`config.mk`:
```
export PLATFORM = sky130hd
export DESIGN_NAME = serial_subtractor
export DESIGN_NICKNAME = d
export VERILOG_FILES = /design/src/rtl/serial_subtractor.sv
export SDC_FILE = /design/constraint.sdc
export NUM_CORES = 1
export LEC_CHECK = 0
export ABC_AREA = 1
export CAP_MARGIN = 20
export CORE_UTILIZATION = 35
export CTS_CLUSTER_DIAMETER = 200
export CTS_CLUSTER_SIZE = 25
export DETAILED_ROUTE_END_ITERATION = 6
export PLACE_DENSITY = 0.58
export SYNTH_ARGS = -nofsm -noshare
export SYNTH_HDL_FRONTEND = slang
export SYNTH_SLANG_ARGS = --single-unit
```
`constraint.sdc`:
```
create_clock -name clk -period 9.9 [get_ports clk]
set_input_delay 0.99 -clock clk [delete_from_list [all_inputs] [get_ports clk]]
set_output_delay 0.99 -clock clk [all_outputs]
set_load 0.05 [all_outputs]
```
`src/rtl/serial_subtractor.sv`:
```
// serial_subtractor
// -----------------------------------------------------------------------------
// Computes diff = (A - B) mod 2^64, eight bits per clock, least significant
// slice first. A registered borrow carries between slices. The critical path
// is therefore one 8-bit subtract instead of a 64-bit borrow chain.
//
// Handshake:
//   - An accepted start (in IDLE or DONE) latches A and B.
//   - busy is high for the 8 slice cycles.
//   - done pulses for one cycle when diff becomes valid.
//   - diff holds its value until the next completion.
//
// Ports:
//   clk         in   1   rising-edge clock
//   rst_n       in   1   asynchronous active-low reset
//   start       in   1   operation request, ignored while busy
//   A           in   64  minuend, sampled on an accepted start
//   B           in   64  subtrahend, sampled on an accepted start
//   busy        out  1   subtraction in progress
//   done        out  1   one-cycle completion pulse
//   diff        out  64  registered result
//   borrow_out  out  1   final borrow (A < B unsigned);
//                        present only when SUB_BORROW_OUT_EN is defined
//
// Configuration macro: SUB_BORROW_OUT_EN
//   - Defined: adds the registered borrow_out port.
//   - Undefined: the final borrow is discarded.
// -----------------------------------------------------------------------------
module serial_subtractor (
  input  logic        clk,
  input  logic        rst_n,
  input  logic        start,
  input  logic [63:0] A,
  input  logic [63:0] B,
  output logic        busy,
  output logic        done,
  output logic [63:0] diff
`ifdef SUB_BORROW_OUT_EN
  ,
  output logic        borrow_out
`endif
);

  typedef enum logic [1:0] {
    ST_IDLE = 2'd0,
    ST_RUN  = 2'd1,
    ST_DONE = 2'd2
  } state_t;

  state_t      state_q, state_d;
  logic [63:0] a_q, a_d;
  logic [63:0] b_q, b_d;
  logic [63:0] work_q, work_d;
  logic [63:0] diff_q, diff_d;
  logic [2:0]  cnt_q, cnt_d;
  logic        borrow_q, borrow_d;
  logic [8:0]  slice_diff;
  logic [5:0]  slice_base;

`ifdef SUB_BORROW_OUT_EN
  logic        borrow_out_q, borrow_out_d;
`endif

  // Bit offset of the slice currently being processed.
  assign slice_base = {cnt_q, 3'b000};

  // State and datapath registers.
  always_ff @(posedge clk or negedge rst_n) begin
    if (!rst_n) begin
      state_q  <= ST_IDLE;
      a_q      <= '0;
      b_q      <= '0;
      work_q   <= '0;
      diff_q   <= '0;
      cnt_q    <= '0;
      borrow_q <= 1'b0;
    end else begin
      state_q  <= state_d;
      a_q      <= a_d;
      b_q      <= b_d;
      work_q   <= work_d;
      diff_q   <= diff_d;
      cnt_q    <= cnt_d;
      borrow_q <= borrow_d;
    end
  end

`ifdef SUB_BORROW_OUT_EN
  always_ff @(posedge clk or negedge rst_n) begin
    if (!rst_n) begin
      borrow_out_q <= 1'b0;
    end else begin
      borrow_out_q <= borrow_out_d;
    end
  end
`endif

  // Next-state logic and slice datapath.
  always_comb begin
    state_d    = state_q;
    a_d        = a_q;
    b_d        = b_q;
    work_d     = work_q;
    diff_d     = diff_q;
    cnt_d      = cnt_q;
    borrow_d   = borrow_q;
    slice_diff = 9'd0;
`ifdef SUB_BORROW_OUT_EN
    borrow_out_d = borrow_out_q;
`endif

    case (state_q)
      ST_IDLE, ST_DONE: begin
        if (start) begin
          a_d      = A;
          b_d      = B;
          work_d   = '0;
          cnt_d    = 3'd0;
          borrow_d = 1'b0;
          state_d  = ST_RUN;
        end else if (state_q == ST_DONE) begin
          state_d = ST_IDLE;
        end
      end

      ST_RUN: begin
        // Subtract in 9 bits. Bit 8 is set exactly when the slice underflows,
        // which is the borrow into the next slice.
        slice_diff = {1'b0, a_q[slice_base +: 8]}
                   - {1'b0, b_q[slice_base +: 8]}
                   - {8'd0, borrow_q};
        work_d[slice_base +: 8] = slice_diff[7:0];
        borrow_d = slice_diff[8];

        if (cnt_q == 3'd7) begin
          // The last slice goes straight into the result so that diff
          // updates on the same edge that raises done.
          diff_d  = work_d;
`ifdef SUB_BORROW_OUT_EN
          borrow_out_d = slice_diff[8];
`endif
          state_d = ST_DONE;
        end else begin
          cnt_d = cnt_q + 3'd1;
        end
      end

      default: begin
        state_d = ST_IDLE;
      end
    endcase
  end

  assign busy = (state_q == ST_RUN);
  assign done = (state_q == ST_DONE);
  assign diff = diff_q;
`ifdef SUB_BORROW_OUT_EN
  assign borrow_out = borrow_out_q;
`endif

endmodule

```
==> flow_summary.yaml <==
floorplanning:
  die_h_um: 189.1
  core-area_mm2: 0.03454
  rows: 68
  die-area_mm2: 0.03578
  ios: 197
  start_util_pct: 35.49
  die_x_um: 189.1
layout:
  drive_gt1_share_pct: 5.384
  finalNetCount: 1804
  area_growth_syn_to_layout_pct: 21.74
  instances_no_fill: 2108
  final_cell_mix: "nand2_1 (659), dfrtp_1 (261), clkdlybuf4s50_1 (195)"
  final_common_cell: "nand2_1"
  antennaDiodeCount: 0
clock_tree:
  clk_latency_ns: 0.50
  clk_pin_slew_ns: 0.10
  cts_hold_buf: 0
  cts_resized: 0
  cts_tree: "done"
  htree_levels: 1
  cts-root-buf: "clkbuf_16"
  numCtsBuffers: 14
  numClockSinks: 262
  clk_path_buf_depth: 3
  cts_setup_buffers: 0
timing:
  grt_setup_unrepaired: "no"
  min_period_ns: 4.377
  worstMarginPinSlew_ns: 1.047
  final-max-slew-violation-count: 0
  clock.fmax_mhz: 228.4
  max_slew_margin_pct: 30.23
  whs_ns: 0.4820
  finalHoldViolCount: 0
  setup_viol: 0
  fin_setup_tns_ns: 0
  skew_ns: 0.02032
  finalWorstSetupSlack_ns: 5.523
  period_share_pct: 44.22
routing:
  wire_per_inst_um: 16.38
  ant_nets: 0
  vias: 10340
  drc: 0
  firstDrtPassIters: 5
  viasPerCell: 4.906
  drtIter0Drc: 722
  wirelength_um: 34540
worst_setup_path:
  crit_slowest_cell: "buf_4"
  cpMostUsedCell: "nand2_1"
  cp.arrival_ns: 4.77
  required_ns: 10.29
  critPathMaxFanout: 71
  reg2reg_depth: 24
  ff2ff_setup_slack_ns: 5.52
  crit_chain: "buf_4, inv_2, buf_12, o21ai_0, o22ai_1, nand2_1, o221ai_1, fa_1, fa_1, inv_1, nand2_1, nand2_1, nand2_1, nand2_1, nand2_1, nand2_1, nand2_1, or2_2, nand2_1, inv_1, nand3_1, nand2_1, nand3_1, nand2_1"
  r2r_end: "diff[46]"
  path_class: "reg -> reg"
  endpoint_kind: "flop"
  slowest_delay_ns: 0.57
  reg2reg_from: "cnt_q[0]"
  start_kind: "flop"
worst_hold_path:
  min_to: "a_q[43]"
  worstHoldStart: "a_q[43]"
  hold_path_class: "reg -> reg"
  hold_depth: 2
synthesis:
  ys_ff_latch: 262
  syn-num-nets: 1669
  synthTopCellsByArea: "dfrtp_1 (53%), nand2_1 (20%), o21ai_0 (6.0%)"
  ys_types: 37
  syn_area_per_cell_um2: 8.080
  yosysSeqAreaShare_pct: 53.49
  synth_cells: 1517
  synth_top_area_cell: "dfrtp_1"
  syn_area_mm2: 0.01226
  synth.top_cell.area_share_pct: 53.49
  yosysWarnings: 0
power_and_ir_drop:
  power_density_mw_per_mm2: 401.2
  ir_drop_v: 0.0002427
  power.total_mw: 5.986
  total_leakage_power_nw: 7.187
grt:
  grt_max_degree: 130
  grt_use_total_pct: 19.63
  overflow: 0
  antenna_found_initial: 0
  grt_pass1_vias: 10280
  grt_pass1_wl_um: 55970
run_status:
  status: "finished, final reports clean"
placement:
  place_ws_ns: 5.291
  post-dp-hpwl_um: 23710
  place_congestion: 0.8294
  place_inst: 2090
  portBuffers: 196
job:
  cap_violations: 0
-- stage by stage --
stage | util, % | cell area [um2]
global placement | 42.00 | 14510
floorplan | - | 12260
CTS | 43.14 | 14900
finish | 43.20 | 14920
global route | 43.20 | 14920
detailed placement | 42.00 | 14510
-- report_power, final --
group | switching [mW] | leakage (nW) | internal (mW) | total [mW]
combinational | 2.42 | 3.66 | 1.14 | 3.56
sequential | 0.263 | 3.34 | 1.54 | 1.80
clock | 0.353 | 0.193 | 0.277 | 0.631
total | 3.03 | 7.19 | 2.95 | 5.99
-- registers in the layout, summed over array words and instances, names as in the netlist --
name	flops
diff	64
cnt_q	3
borrow_q	1
state_q	2
a_q	64
b_q	64
work_q	64
-- routing by layer --
layer,share of wire [%],GRT usage [%],up-vias
li1,-,-,5128
met1,48,28.64,4892
met2,46,31.45,293
met3,4.7,2.410,29
met4,1.6,3.598,0
met5,0,0,-
-- area by class of cell --
class,instances,area [um2]
Multi-Input combinational cell,1111,5121
Inverter,56,217.7
Fill cell,3507,19620
Sequential cell,262,6558
Clock inverter,1,16.27
Tap cell,455,569.3
Clock buffer,16,379.1
Timing Repair Buffer,207,2062
-- worst max-delay path by stage --
stage | from | endpoint | slack [ns] | depth (start not counted)
final | cnt_q[0] | diff[46] | 5.52 | 24
after global placement | cnt_q[0] | diff[22] | 5.41 | 23
after global routing | cnt_q[0] | diff[30] | 5.14 | 24
after CTS | cnt_q[0] | diff[46] | 5.27 | 23
after detailed placement | cnt_q[0] | diff[46] | 5.29 | 23
after floorplan | cnt_q[1] | work_q[62] | 6.45 | 23
-- cell families after synthesis --
kind of cell | share of synthesized area [%]
AND/OR/NAND/NOR | 28.72
XOR/XNOR | 0.2757
adder cells (fa/ha/maj) | 2.266
AO/OA/AOI/OAI | 10.41
buffers and inverters | 4.838
flip-flops | 53.49
-- synthesized netlist by cell type (all sizes together) --
cell type,count
inv,55
clkinv,1
dfrtp,262
xnor2,1
nand4,4
or2,23
nand3,68
nor2,83
nor3,6
ha,19
fa,2
xor2,2
a31oi,5
clkbuf,64
o22ai,26
o21ai,177
a21oi,4
o221ai,12
nor4,1
buf,24
o21bai,1
nand2,669
o211ai,8
-- critical path, delay by kind of cell (launching register included) --
kind                       cells  cell delay (ns)
and+or+nand+nor               14             1.28
adders and majority gates      2             0.89
AOI/OAI and AO/OA              3             0.42
DFF                            1             0.35
buffers and inverters          5             1.28
(Power assumes the default switching activity.)
